$ cat src/rtl/div_unit_if.sv
// -----------------------------------------------------------------------------
// div_unit_if -- request/response bundle for div_unit.
//
// Signals
//   start     : request pulse, sampled only while the divider is idle
//   a, b      : dividend / divisor
//   signed_op : 1 = two's-complement divide (only when DIV_SIGNED_EN is defined)
//   hi, lo    : remainder / quotient, registered, held until the next completion
//   busy      : high while the divider is iterating
//   ready     : one-cycle completion strobe
//   div_zero  : one-cycle divide-by-zero flag, coincident with ready
//
// Handshake: a request is accepted on the rising clk edge at which start=1 and
// the divider is idle (busy=0, ready=0); start is ignored at every other edge
// and is never queued. Each accepted request produces exactly one ready pulse
// unless reset intervenes; hi/lo/div_zero are valid in the cycle ready=1.
//
// Configuration macro: DIV_SIGNED_EN adds the signed_op signal.
// -----------------------------------------------------------------------------
interface div_unit_if #(
    parameter int WIDTH = 32
);
    logic             start;
    logic [WIDTH-1:0] a;
    logic [WIDTH-1:0] b;
`ifdef DIV_SIGNED_EN
    logic             signed_op;
`endif
    logic [WIDTH-1:0] hi;
    logic [WIDTH-1:0] lo;
    logic             busy;
    logic             ready;
    logic             div_zero;

`ifdef DIV_SIGNED_EN
    modport master (output start, a, b, signed_op,
                    input  hi, lo, busy, ready, div_zero);
    modport slave  (input  start, a, b, signed_op,
                    output hi, lo, busy, ready, div_zero);
`else
    modport master (output start, a, b,
                    input  hi, lo, busy, ready, div_zero);
    modport slave  (input  start, a, b,
                    output hi, lo, busy, ready, div_zero);
`endif
endinterface

$ cat src/rtl/div_unit.sv
// -----------------------------------------------------------------------------
// div_unit -- multi-cycle restoring divider, one quotient bit per clock.
//
// Ports
//   clk       : single clock, rising edge
//   reset_n   : asynchronous active-low reset
//   bus       : div_unit_if.slave (start, a, b, [signed_op], hi, lo, busy,
//               ready, div_zero)
//   state_dbg : current FSM state (IDLE=0, CALC=1, DONE=2)
//
// Timing: a request accepted at edge N completes with ready in the cycle after
// edge N+WIDTH; a zero divisor skips iteration and completes after edge N.
//
// Configuration macro: DIV_SIGNED_EN -- when defined, signed_op selects a
// two's-complement divide (magnitude divide plus sign fix-up on the final
// step, no extra cycles). When undefined, every divide is unsigned.
// -----------------------------------------------------------------------------
module div_unit #(
    parameter int WIDTH = 32
) (
    input  logic       clk,
    input  logic       reset_n,
    div_unit_if.slave  bus,
    output logic [1:0] state_dbg
);
    localparam int CNT_W = $clog2(WIDTH);

    typedef enum logic [1:0] {
        IDLE = 2'd0,
        CALC = 2'd1,
        DONE = 2'd2
    } state_t;

    state_t           state_q, state_d;
    logic [CNT_W-1:0] cnt_q;
    logic [WIDTH:0]   rem_q;      // partial remainder, one bit wider than operands
    logic [WIDTH-1:0] quo_q;      // dividend shifts out as quotient shifts in
    logic [WIDTH-1:0] div_q;
    logic             neg_q_q;    // negate quotient at completion
    logic             neg_r_q;    // negate remainder at completion
    logic             dz_q;
    logic [WIDTH-1:0] hi_q, lo_q;

    logic             sop;
`ifdef DIV_SIGNED_EN
    assign sop = bus.signed_op;
`else
    assign sop = 1'b0;
`endif

    // Operand magnitudes taken at acceptance; the iteration itself is unsigned.
    logic             a_neg, b_neg, b_zero, accept, last_step;
    logic [WIDTH-1:0] a_mag, b_mag;

    assign a_neg     = sop & bus.a[WIDTH-1];
    assign b_neg     = sop & bus.b[WIDTH-1];
    assign a_mag     = a_neg ? -bus.a : bus.a;
    assign b_mag     = b_neg ? -bus.b : bus.b;
    assign b_zero    = (bus.b == '0);
    assign accept    = (state_q == IDLE) && bus.start;
    assign last_step = (cnt_q == CNT_W'(WIDTH - 1));

    // One restoring step. The trial difference is computed one bit wider than
    // the partial remainder so its top bit is a clean borrow.
    logic [WIDTH+1:0] shifted, trial;
    logic             borrow;
    logic [WIDTH:0]   rem_nxt;
    logic [WIDTH-1:0] quo_nxt, q_res, r_res;

    assign shifted = {rem_q, quo_q[WIDTH-1]};
    assign trial   = shifted - {2'b00, div_q};
    assign borrow  = trial[WIDTH+1];
    assign rem_nxt = borrow ? shifted[WIDTH:0] : trial[WIDTH:0];
    assign quo_nxt = {quo_q[WIDTH-2:0], ~borrow};
    assign q_res   = neg_q_q ? -quo_nxt : quo_nxt;
    assign r_res   = neg_r_q ? -rem_nxt[WIDTH-1:0] : rem_nxt[WIDTH-1:0];

    // FSM state register.
    always_ff @(posedge clk or negedge reset_n) begin
        if (!reset_n) state_q <= IDLE;
        else          state_q <= state_d;
    end

    // FSM next state.
    always_comb begin
        state_d = state_q;
        case (state_q)
            IDLE:    if (bus.start) state_d = b_zero ? DONE : CALC;
            CALC:    if (last_step) state_d = DONE;
            DONE:    state_d = IDLE;
            default: state_d = IDLE;
        endcase
    end

    // Datapath and result registers.
    always_ff @(posedge clk or negedge reset_n) begin
        if (!reset_n) begin
            cnt_q   <= '0;
            rem_q   <= '0;
            quo_q   <= '0;
            div_q   <= '0;
            neg_q_q <= 1'b0;
            neg_r_q <= 1'b0;
            dz_q    <= 1'b0;
            hi_q    <= '0;
            lo_q    <= '0;
        end else if (accept) begin
            if (b_zero) begin
                // Divide by zero: results are loaded directly, no iteration.
                dz_q <= 1'b1;
                hi_q <= bus.a;
                lo_q <= '1;
            end else begin
                dz_q    <= 1'b0;
                cnt_q   <= '0;
                rem_q   <= '0;
                quo_q   <= a_mag;
                div_q   <= b_mag;
                neg_q_q <= a_neg ^ b_neg;
                neg_r_q <= a_neg;
            end
        end else if (state_q == CALC) begin
            cnt_q <= cnt_q + 1'b1;
            rem_q <= rem_nxt;
            quo_q <= quo_nxt;
            if (last_step) begin
                hi_q <= r_res;
                lo_q <= q_res;
            end
        end
    end

    assign bus.hi      = hi_q;
    assign bus.lo      = lo_q;
    assign bus.busy    = (state_q == CALC);
    assign bus.ready   = (state_q == DONE);
    assign bus.div_zero = (state_q == DONE) && dz_q;
    assign state_dbg   = state_q;
endmodule
$ cat src/flat_wrapper.sv
// flat-port wrapper written by rule: the top's interface ports become plain ports
module div_unit_flat 
#(
    parameter int WIDTH = 32
)
  (clk, reset_n, state_dbg, bus_start, bus_a, bus_b, bus_hi, bus_lo, bus_busy, bus_ready, bus_div_zero);
  div_unit_if #(.WIDTH(WIDTH)) bus_i ();
  input  logic clk;
  input  logic reset_n;
  output logic [1:0] state_dbg;
  input wire logic [$bits(bus_i.start)-1:0] bus_start;
  input wire logic [$bits(bus_i.a)-1:0] bus_a;
  input wire logic [$bits(bus_i.b)-1:0] bus_b;
  output wire logic [$bits(bus_i.hi)-1:0] bus_hi;
  output wire logic [$bits(bus_i.lo)-1:0] bus_lo;
  output wire logic [$bits(bus_i.busy)-1:0] bus_busy;
  output wire logic [$bits(bus_i.ready)-1:0] bus_ready;
  output wire logic [$bits(bus_i.div_zero)-1:0] bus_div_zero;
  assign bus_i.start = bus_start;
  assign bus_i.a = bus_a;
  assign bus_i.b = bus_b;
  assign bus_hi = bus_i.hi;
  assign bus_lo = bus_i.lo;
  assign bus_busy = bus_i.busy;
  assign bus_ready = bus_i.ready;
  assign bus_div_zero = bus_i.div_zero;
  div_unit #(.WIDTH(WIDTH)) u_core (.clk(clk), .reset_n(reset_n), .bus(bus_i), .state_dbg(state_dbg));
endmodule
$ cat config.mk
export PLATFORM = sky130hd
export DESIGN_NAME = div_unit_flat
export DESIGN_NICKNAME = d
export VERILOG_FILES = /design/src/rtl/div_unit_if.sv /design/src/rtl/div_unit.sv /design/src/flat_wrapper.sv
export SDC_FILE = /design/constraint.sdc
export NUM_CORES = 1
export LEC_CHECK = 0
export CAP_MARGIN = 20
export CORE_UTILIZATION = 50
export DETAILED_ROUTE_END_ITERATION = 8
export GPL_ROUTABILITY_DRIVEN = 0
export PLACE_DENSITY = 0.86
export SETUP_SLACK_MARGIN = 0.1
export SKIP_CTS_REPAIR_TIMING = 1
export SYNTH_ARGS = -nofsm -noshare
export SYNTH_HDL_FRONTEND = slang
export SYNTH_SLANG_ARGS = --single-unit
$ cat constraint.sdc
create_clock -name clk -period 2.95 [get_ports clk]
set_input_delay 0.7375 -clock clk [delete_from_list [all_inputs] [get_ports clk]]
set_output_delay 0.7375 -clock clk [all_outputs]
set_load 0.01 [all_outputs]
**Word level (Yosys, flattened, before mapping)**

Index checks and enable logic that the tools add are counted.

- Flip-flop bits (word level): 169
- Input port bits: 67
- Output and inout port bits: 69
- Logic and storage cells: 52

- $add $sub $neg: 2
- Equal/unequal tests: 7
- Multiplexer cells: 23
- Bitwise gates (word level): 2
- Reductions and logical operators: 10

Operators by type and width:

| cell | count |
|---|---|
| two-way mux 32 bit | 11 |
| two-way mux 33 bit | 4 |
| subtractor 34 x 32 -> 34 bit | 1 |
| logical NOT 32 bit | 1 |
| two-way mux 5 bit | 3 |
| two-way mux 2 bit | 3 |
| AND reduction 2 bit | 3 |
| adder 5 x 1 -> 5 bit, second input constant | 1 |
| equality test 5 bit, second input constant | 1 |
| != test 2 x 1 -> 1 bit, second input constant | 2 |
| != test 2 bit, second input constant | 2 |
| case mux 2 bit (2 select lines) | 1 |
| nonzero test 2 bit | 2 |
| AND reduction 3 bit | 1 |
| equality test 2 x 1 -> 1 bit, second input constant | 1 |
| equality test 2 bit, second input constant | 1 |
| logical AND 1 bit | 2 |
| logical NOT 2 bit | 1 |
| inverter 1 bit | 2 |
| two-way mux 1 bit | 1 |

**Depth between registers and ports, before layout**

- Depth in word-level cells: 5
- Depth in mapped cells: 13
- Depth with buffers taken out: 12

**Worst setup path before layout**

OpenSTA, ideal clock, no wires.

- Kind: flip-flop to flip-flop
- Start point: register u_core.quo_q[31]
- End point: register u_core.rem_q[32]
- Library setup time: 69 ps
- Data arrival time: 2843 ps
- Required time: 2881 ps
- Path slack: 38 ps
- Cell stages (with the launch flop): 13
- Buffers on the path: 0
- Period minus slack after synthesis: 2912 ps
- Cell sequence: dfrtp_1 > inv_1 > ha_1 > inv_1 > fa_1 > a211oi_1 > o211ai_1 > a32o_1 > a211oi_2 > o211ai_1 > a21o_1 > a2111o_1 > nand3_1

- Cells in the longest elaborated chain, start to end: 4

Ends and longest elaborated chain:

| element | RTL line | source |
|---|---|---|
| from (decl) | div_unit.sv:37 | `logic [WIDTH-1:0] quo_q;` |
| from (signal assigned) | div_unit.sv:117 | `quo_q <= a_mag;` |
| from (signal assigned) | div_unit.sv:125 | `quo_q <= quo_nxt;` |
| subtractor 34 x 32 -> 34 bit | div_unit.sv:71 | `assign trial = shifted - {2'b00, div_q};` |
| two-way mux 33 bit | div_unit.sv:73 | `assign rem_nxt = borrow ? shifted[WIDTH:0] : trial[WIDTH:0];` |
| two-way mux 33 bit | div_unit.sv:122 | `end else if (state_q == CALC) begin` |
| two-way mux 33 bit | div_unit.sv:107 | `end else if (accept) begin` |
| to (signal assigned) | div_unit.sv:124 | `rem_q <= rem_nxt;` |
| to (decl) | div_unit.sv:36 | `logic [WIDTH:0] rem_q;` |

Every way passes these cells. The select of a mux whose other input is x is not followed.
A chain may end at the register's enable or synchronous reset.

**Final worst setup path**

- Start point: register u_core.div_q[1]
- End point: register u_core.hi_q[25], in the netlist u_core.bus.hi[25]

- Cells in the longest elaborated chain, start to end: 5

Ends and longest elaborated chain:

| element | RTL line | source |
|---|---|---|
| from (decl) | div_unit.sv:38 | `logic [WIDTH-1:0] div_q;` |
| from (signal assigned) | div_unit.sv:118 | `div_q <= b_mag;` |
| subtractor 34 x 32 -> 34 bit | div_unit.sv:71 |  |
| two-way mux 33 bit | div_unit.sv:73 |  |
| two-way mux 32 bit | div_unit.sv:126 | `if (last_step) begin` |
| two-way mux 32 bit | div_unit.sv:122 |  |
| two-way mux 32 bit | div_unit.sv:107 |  |
| to (signal assigned) | div_unit.sv:111 | `hi_q <= bus.a;` |
| to (signal assigned) | div_unit.sv:127 | `hi_q <= r_res;` |
| to (decl) | div_unit.sv:42 | `logic [WIDTH-1:0] hi_q, lo_q;` |

Every way passes these cells. The select of a mux whose other input is x is not followed.

==> impl_metrics.toml <==
[status]
status = "finished with violations"
violations = "setup timing"

[routing]
drt_wl_total_um = 29800
drc_errors = 0
wl_per_cell_um = 22.3
ant_nets = 0
first_pass_iters = 7
via_per_inst = 6.45
route.vias.total = 8614
drt_iter0_markers = 852

[floorplan]
die_h_um = 136
dieArea_um2 = 18600
start_util_pct = 51.7
io_pins = 136
design.core.area_um2 = 17500
rows = 48
dieWidth_um = 136

[logic_synthesis]
synth_warnings = 0
synth_xor_area_share_pct = 2.62
synthMuxAreaShare_pct = 10.2
yosys.area_share.simple_pct = 11.5
ys_seq_area_share_pct = 46.8
syn_inst = 918
synthTopCellsByArea = "dfrtp_1, mux2i_1, o21ai_0"
synth_cell_types = 58
synth_top_family_by_area = "compound AO/OA/AOI/OAI gates"
syn-num-nets = 1020
ys.flop_type = "dfrtp_1"
synth_common_cells = "dfrtp_1, nand2_1, o21ai_0, a21oi_1, mux2i_1"
yosys.area.top_type = "dfrtp_1"
synth-edff-count = 0
synth_fa_ha_area_share_pct = 4.93
syn_avg_cell_area_um2 = 9.84
synth_most_common_cell = "dfrtp_1"
synth_compound_area_share_pct = 19.9
ys_ff_latch = 169
synth_area_um2 = 9030
synth.top_cell.area_share_pct = 46.8
async_reset_ff_share_pct = 100

[clocking]
cts_tree = "yes"
worstSkewPairLatency_ns = 0.44
cts_root_buf = "clkbuf_16"
clk_pin_slew_ns = 0.07
clock-sinks = 169
cts_buffers = 17
clk_path_buf_depth = 2
cts_max_level = 4

[grt]
antenna_found_initial = 1
overflow = 0
grt_pass1_vias = 8118
grt_pass1_wl_um = 41400
grt_use_total_pct = 29.0
grt_max_degree = 58

[sta]
hold_violations = 0
worst_slew_pin_slew_ns = 0.596
maxSlewViolCount = 0
fin_ws_ns = -0.196
timing.setup.tns_ns = -4.86
worst_clock_skew_ns = 0.00835
rsz0062_at_grt = "true"
setup_violations = 58
period_needed_ns = 3.15
fmax_mhz = 318
slew_headroom_pct = 60.0
fin_crit_sh_pct = 107
hold_ws_ns = 0.265

[place]
dp_hpwl_um = 18100
dpl_cell_area_um2 = 11000
portBuffers = 135

[finish]
drive_gt1_share_pct = 20.9
syn2layout_area_growth_pct = 36.8
finalNetCount = 1199
fin_area_um2 = 12400

[setup_path]
slowest_stage = "or4b_4"
slowest_delay_ns = 0.57
cp_cell_sequence = "inv_1 -> ha_1 -> nand2b_1 -> a21oi_4 -> o21ai_4 -> a2111oi_4 -> o21ai_2 -> a211o_4 -> or4b_4 -> a21oi_1"
path_class = "register to register"
crit_required_ns = 3.31
start_kind = "register"
arrival_ns = 3.51
end_kind = "register"
critPathMaxFanout = 4

[run]
maxCapViolCount = 0

[min_path]
min_path_type = "input pin to async pin"
==> cells by family (layout without fill, tap and decap cells) <==
| logic type | after synthesis | after routing |
|---|---|---|
| muxes | 87 | 87 |
| adders and majority gates | 35 | 35 |
| xor gates and xnor gates | 27 | 27 |
| AOI/OAI and AO/OA | 280 | 280 |
| other | 0 | 1 |
| buffers and inverters | 95 | 287 |
| DFF | 169 | 169 |
| and+or+nand+nor | 225 | 225 |
==> layer usage <==
layer	share of wire (%)	vias to the layer above	track usage, %
met3	8.0	174	5.44
met5	0	-	0
met4	5.7	0	14.6
met1	36	4181	35.9
met2	50	579	48.4
li1	-	3680	-
==> flip-flops by register name (all words and copies together) (netlist names) <==
name              flops
u_core.bus.hi        32
u_core.bus.lo        32
u_core.cnt_q          5
u_core.div_q         32
u_core.dz_q           1
u_core.quo_q         32
u_core.rem_q         33
u_core.state_dbg      2
==> worst max-delay path: cells and delay by family, from the launching register on <==
kind	cells	cell delay, ns
AO/OA/AOI/OAI	6	1.62
adder cells (fa/ha/maj)	1	0.30
AND/OR/NAND/NOR	2	0.71
buffers and inverters	1	0.09
flip-flops	1	0.35
==> worst paths after layout <==
check | start | end | slack, ns | cells after the start
worst max-delay path | u_core.div_q[1] | u_core.bus.hi[25] | -0.20 | 10
worst min-delay path | reset_n | u_core.rem_q[3] | 0.27 | 1
worst max register to register | u_core.div_q[1] | u_core.bus.hi[25] | -0.20 | 10
worst min register to register | u_core.bus.lo[5] | u_core.bus.lo[5] | 0.49 | 1
max in group asynchronous | reset_n | u_core.bus.lo[5] | 1.92 | 2
min in group clk | u_core.bus.lo[5] | u_core.bus.lo[5] | 0.49 | 1
==> cell type report <==
cell class | instances | area (um^2)
repair buffers | 216 | 2150
clock inverters | 13 | 190
fillers | 1128 | 5120
diodes | 1 | 2.50
flip-flops and latches | 169 | 4230
inverters | 39 | 146
clock buffers | 19 | 453
well taps | 225 | 282
multi-input cells | 654 | 4900
==> metrics by stage <==
step | std cells | utilization [%] | setup slack, ns
after CTS | 1307 | 66.5 | -0.182
after global routing | 1335 | 70.7 | -0.474
final | 1336 | 70.7 | -0.196
after floorplan | 918 | - | 0.116
after global placement | 1275 | 62.8 | -0.0433
after detailed placement | 1275 | 62.8 | -0.0467
==> placed cells by master (no fill, tap or decap), types with 21 or more instances in the layout <==
cell / count
nor2_1: 32
mux2_2: 34
mux2i_1: 37
o22a_1: 33
buf_4: 64
clkdlybuf4s50_1: 134
nand2_1: 107
a21oi_1: 56
o21ai_0: 78
dfrtp_1: 165
inv_1: 35
ha_1: 21
Power is not shown: default switching activity piles up to over one toggle a cycle in this logic, so the estimate is an artifact.
